File: config.mk
export PLATFORM = sky130hd
export DESIGN_NAME = alu_operand_stage
export DESIGN_NICKNAME = d
export VERILOG_FILES = /design/src/rtl/sap_pkg.sv /design/src/rtl/sap_reg8.sv /design/src/rtl/alu_operand_stage.sv
export SDC_FILE = /design/constraint.sdc
export NUM_CORES = 1
export LEC_CHECK = 0
export ABC_AREA = 1
export ABC_CLOCK_PERIOD_IN_PS = 1350
export CELL_PAD_IN_SITES_DETAIL_PLACEMENT = 0
export CELL_PAD_IN_SITES_GLOBAL_PLACEMENT = 1
export CORE_MARGIN = 5
export CORE_UTILIZATION = 28
export CTS_CLUSTER_SIZE = 14
export DETAILED_ROUTE_END_ITERATION = 6
export GPL_TIMING_DRIVEN = 0
export PLACE_DENSITY = 0.84
export SLEW_MARGIN = 40
export SYNTH_ARGS = -nofsm -noshare
export SYNTH_HDL_FRONTEND = slang
export SYNTH_SLANG_ARGS = --single-unit
File: constraint.sdc
create_clock -name clk -period 1.35 [get_ports clk]
set_input_delay 0.27 -clock clk [delete_from_list [all_inputs] [get_ports clk]]
set_output_delay 0.27 -clock clk [all_outputs]
set_load 0.02 [all_outputs]
File: src/rtl/sap_pkg.sv
// Shared types and constants for the SAP operand/accumulator stage.
package sap_pkg;

  localparam int SAP_WIDTH = 8;

  typedef enum logic [1:0] {
    OP_LDA = 2'd0,
    OP_LDB = 2'd1,
    OP_ADD = 2'd2,
    OP_SUB = 2'd3
  } op_e;

  typedef enum logic {
    ST_IDLE = 1'b0,
    ST_EXEC = 1'b1
  } state_e;

  typedef struct packed {
    logic zero;
    logic neg;
    logic ovf;
  } flags_t;

  // Two's-complement overflow: ADD needs equal operand signs, SUB needs opposite ones.
  function automatic logic calc_ovf(input logic                 is_sub,
                                    input logic [SAP_WIDTH-1:0] a,
                                    input logic [SAP_WIDTH-1:0] b,
                                    input logic [SAP_WIDTH-1:0] r);
    logic signs_match;
    signs_match = (a[SAP_WIDTH-1] == b[SAP_WIDTH-1]);
    return (is_sub ? !signs_match : signs_match) && (r[SAP_WIDTH-1] != a[SAP_WIDTH-1]);
  endfunction

endpackage

File: src/rtl/sap_reg8.sv
// 8-bit register with synchronous load enable and asynchronous active-low clear.
module sap_reg8
  import sap_pkg::*;
(
  input  logic                 clk,
  input  logic                 rst_n,
  input  logic                 load,
  input  logic [SAP_WIDTH-1:0] d,
  output logic [SAP_WIDTH-1:0] q
);

  logic [SAP_WIDTH-1:0] q_q;
  logic [SAP_WIDTH-1:0] q_d;

  always_comb begin
    q_d = q_q;
    if (load) begin
      q_d = d;
    end
  end

  always_ff @(posedge clk or negedge rst_n) begin
    if (!rst_n) begin
      q_q <= '0;
    end else begin
      q_q <= q_d;
    end
  end

  assign q = q_q;

endmodule

File: src/rtl/alu_operand_stage.sv
// Operand/accumulator stage feeding the 8-bit add/subtract ALU.
// Status flag register is present only when ALU_FLAGS_EN is defined.
module alu_operand_stage
  import sap_pkg::*;
#(
  parameter int WIDTH = SAP_WIDTH
) (
  input  logic             clk,
  input  logic             rst_n,
  input  logic [WIDTH-1:0] bus_in,
  input  logic             op_valid,
  input  logic [1:0]       op_code,
  output logic             op_ready,
  output logic             done,
  output logic [WIDTH-1:0] a_out,
  output logic [WIDTH-1:0] b_out,
  output logic             alu_enable,
  output logic             alu_subtract,
  input  logic [WIDTH-1:0] alu_result,
  output logic             flag_zero,
  output logic             flag_neg,
  output logic             flag_ovf
);

  state_e           state_q, state_d;
  op_e              op_q, op_d;
  logic             done_q, done_d;
  logic             accept;
  logic             a_load, b_load;
  logic [WIDTH-1:0] a_d;
  logic             in_exec;

  assign op_ready = (state_q == ST_IDLE);
  assign accept   = op_valid && op_ready;
  assign in_exec  = (state_q == ST_EXEC);

  always_comb begin
    state_d = state_q;
    op_d    = op_q;
    done_d  = 1'b0;
    a_load  = 1'b0;
    b_load  = 1'b0;
    a_d     = bus_in;
    case (state_q)
      ST_IDLE: begin
        if (accept) begin
          case (op_e'(op_code))
            OP_LDA: begin
              a_load = 1'b1;
              done_d = 1'b1;
            end
            OP_LDB: begin
              b_load = 1'b1;
              done_d = 1'b1;
            end
            default: begin
              state_d = ST_EXEC;
              op_d    = op_e'(op_code);
            end
          endcase
        end
      end
      ST_EXEC: begin
        // Writeback of the ALU result closes the arithmetic op.
        a_load  = 1'b1;
        a_d     = alu_result;
        done_d  = 1'b1;
        state_d = ST_IDLE;
      end
      default: state_d = ST_IDLE;
    endcase
  end

  always_ff @(posedge clk or negedge rst_n) begin
    if (!rst_n) begin
      state_q <= ST_IDLE;
      op_q    <= OP_LDA;
      done_q  <= 1'b0;
    end else begin
      state_q <= state_d;
      op_q    <= op_d;
      done_q  <= done_d;
    end
  end

  sap_reg8 u_reg_a (
    .clk   (clk),
    .rst_n (rst_n),
    .load  (a_load),
    .d     (a_d),
    .q     (a_out)
  );

  sap_reg8 u_reg_b (
    .clk   (clk),
    .rst_n (rst_n),
    .load  (b_load),
    .d     (bus_in),
    .q     (b_out)
  );

  assign done         = done_q;
  assign alu_enable   = in_exec;
  assign alu_subtract = in_exec && (op_q == OP_SUB);

`ifdef ALU_FLAGS_EN
  flags_t flags_q, flags_d;

  always_comb begin
    flags_d = flags_q;
    if (in_exec) begin
      flags_d.zero = (alu_result == '0);
      flags_d.neg  = alu_result[WIDTH-1];
      flags_d.ovf  = calc_ovf(op_q == OP_SUB, a_out, b_out, alu_result);
    end
  end

  always_ff @(posedge clk or negedge rst_n) begin
    if (!rst_n) begin
      flags_q <= '0;
    end else begin
      flags_q <= flags_d;
    end
  end

  assign flag_zero = flags_q.zero;
  assign flag_neg  = flags_q.neg;
  assign flag_ovf  = flags_q.ovf;
`else
  assign flag_zero = 1'b0;
  assign flag_neg  = 1'b0;
  assign flag_ovf  = 1'b0;
`endif

endmodule

==> impl_metrics.csv <==
group,metric,value,unit
finish,antenna_cells_inserted,0,
detailed_routing,drc_errors,0,
finish,finalInstanceArea,1480,um2
placed_design,dp_worst_setup_slack,-0.262,ns
sta,hold_vio_cnt_final,0,
finish,finish.cell_count_without_fillers,213,
pwr,power.net_switching,0.000528,W
flow_run,max_cap_violations,0,
sta,largest_clock_skew_in_the_final_design,0.00271,ns
sta,final-setup-viol-count,1,
pwr,power.density,1050,nW/um2
yosys,synth.top_cells.by_count,"nand2_1 (52), nand3_1 (24), dfrtp_1 (20)",
finish,multi_input_area,404,um2
cts,worstSkewPairLatency,0.29,ns
detailed_routing,post_drt_via_cell_ratio,4.41,
detailed_routing,detail_route.wl_per_cell,12.4,um
yosys,synth_cells,117,
finish,fillCellCount,352,
worst_hold_path,hp-class,"in -> async",
floorplan,placementRows,21,
finish,final_nets,190,
yosys,synthFlopType,"dfrtp_1",
yosys,sequential_share_of_the_synthesized_area,0.516,
yosys,library_cell_with_the_highest_instance_count_after_synthesis,"nand2_1",
outcome,violated_checks,"negative setup slack",
yosys,yosys_warnings,0,
cts,worst_setup_hold_path_clk_slew,0.11,ns
finish,post-route-util,0.442,
yosys,synthesis.area,970,um2
floorplan,top_level_ports,44,
finish,flow.area_growth_from_synthesis,52.3,%
sta,rsz_0062_raised_after_global_routing,"true",
cts,tritoncts.num_buffers,3,
outcome,outcome,"finished with violations",
yosys,synthTopCellsByArea,"dfrtp_1 (52%), nand2_1 (20%), nand3_1 (12%)",
critical_path,critical_path.endpoint_type,"primary output",
grt,antenna_found_initial,0,
placed_design,routabilityCongestion,0.818,
sta,fin_tns_setup,-0.0264,ns
pwr,power.share.sequential,0.478,
placed_design,post-place-cells,205,
finish,ff_latch_area,502,um2
sta,finalWorstSetupSlack,-0.0264,ns
floorplan,core,3340,um2
sta,fin_crit,1.38,ns
floorplan,die_width,68.9,um
sta,clock.fmax,727,MHz
critical_path,timing_worst_setup_path_type,"reg -> out",
yosys,post_synth.cell_area_avg,8.29,um2
grt,grt_remaining_overflow,0,
finish,final_layout_size_suffix_gt1_frac,0.162,
yosys,yosys.area.top_type,"dfrtp_1",
yosys,ys_async_sr_fraction,1.00,
cts,clock-sinks,20,
detailed_routing,routed_wirelength,2630,um
pwr,share_comb_of_total_power,0.342,
floorplan,initial_core_util,0.291,
pwr,power_frac_clock,0.180,
sta,finalMaxSlewViolations,0,
sta,period_share,1.02,
detailed_routing,firstDrtPassIters,4,
placed_design,dp.final_hpwl,2050,um
detailed_routing,detailroute.via_count,939,
cts,tritoncts,"yes",
pwr,internal_power,0.00102,W
yosys,netlist.area_leader.share,0.516,
grt,via_count_of_the_first_global_routing_pass,948,
cts,clock-root-buffer,"clkbuf_4",
grt,grt_pass1_wl,4180,um
grt,grt_max_degree,21,
pwr,cellLeakagePower,0.801,nW
critical_path,arrival,1.11,ns
pwr,power.share.switching,0.340,
cts,max-clock-path-buffers,2,
placed_design,portBuffers,40,
critical_path,worstPathRequired,1.08,ns
yosys,synth.ff_latch_count,20,
critical_path,critPathLaunchType,"flip-flop",
detailed_routing,drtIter0Drc,53,
pwr,max-vdd-ir-drop,0.000377,V
floorplan,design.die.area,4740,um2
detailed_routing,ant_nets,0,
critical_path,worstRegToRegCells,6,
yosys,post_synth_edffs,0,
grt,grt_usage,0.118,
cts,htree_levels,1,
yosys,ys_types,15,
floorplan,die_y,68.9,um
critical_path,critPathMaxFanout,3,
placed_design,post_dp_cell_area,1430,um2
cells in the final DEF (no fill, tap or decap), drive strengths merged:
master and instances:
nand2 55, nand3 24, dfrtp 20, clkdlybuf4s50 19, dlygate4sd2 17, buf 14, inv 4, nor2 4
conb 3, clkbuf 3, clkinv 1, o21bai 1, o21ai 1, dlygate4sd3 1
power groups by stage:
stage | logic [W] | registers [W] | clock network (W)
5_1_grt | 0.000585 | 0.000756 | 0.000312
2_1_floorplan | 0.000169 | 0.000866 | 0
3_3_place_gp | 0.000586 | 0.000752 | 0
4_1_cts | 0.000536 | 0.000744 | 0.000292
6_report | 0.000531 | 0.000742 | 0.000280
3_5_place_dp | 0.000589 | 0.000758 | 0
per-layer routing:
| metal | GRT usage | routed length, um | vias to the layer above |
|---|---|---|---|
| met3 | 0.0292 | 194 | 2 |
| met5 | 0 | 0 | - |
| li1 | - | - | 467 |
| met1 | 0.149 | 1090 | 437 |
| met2 | 0.198 | 1340 | 33 |
| met4 | 0.0365 | 13 | 0 |
path summary, 6_finish.rpt:
check                                start      endpoint  slack, ns
max in group asynchronous            rst_n    alu_enable       0.56
worst min register to register     op_q[1]       op_q[1]       0.47
worst min-delay path                 rst_n  u_reg_a.q[4]       0.44
min in group clk                   op_q[1]       op_q[1]       0.47
worst max register to register  alu_enable       op_q[0]       0.12
worst max-delay path            alu_enable  alu_subtract      -0.03
metrics by stage:
stage	hold WS (ns)	power [W]
finish	0.443	0.00155
global route	0.481	0.00165
CTS	0.451	0.00157
detailed placement	0.248	0.00135
global placement	0.438	0.00134
floorplan	-0.0256	0.00103
sequential cells by signal (all words and copies together) (netlist names):
name,flops
alu_enable,1
done,1
u_reg_a.q,8
u_reg_b.q,8
op_q,2
final cells by class:
type	count	area share
Sequential cell	20	0.340
Timing Repair Buffer	47	0.293
Multi-Input combinational cell	88	0.274
Tap cell	46	0.0390
Buffer	4	0.0229
Inverter	5	0.0161
Clock buffer	3	0.0153
what timing repair did:
action | CTS | global route
hold buffers | 1 | 0
setup buffers | 3 | 3
pin swaps | 0 | 1
gates resized for setup | 34 | 5
hold endpoints to repair | 20 | 0
endpoints found under the setup margin | 20 | 11
cell families after synthesis:
family | after synthesis | share of synthesized area
simple gates | 83 | 0.378
other cells | 1 | 0.00387
compound gates | 2 | 0.0245
buf+inv | 11 | 0.0774
flops | 20 | 0.516
worst max-delay path, stage by stage, from the launching register on:
cell,delay (ns)
dfrtp_2,0.43
buf_6,0.11
nand2_2,0.03
nor2_1,0.09
buf_4,0.14
No activity file was read; power rests on OpenSTA's default activity.
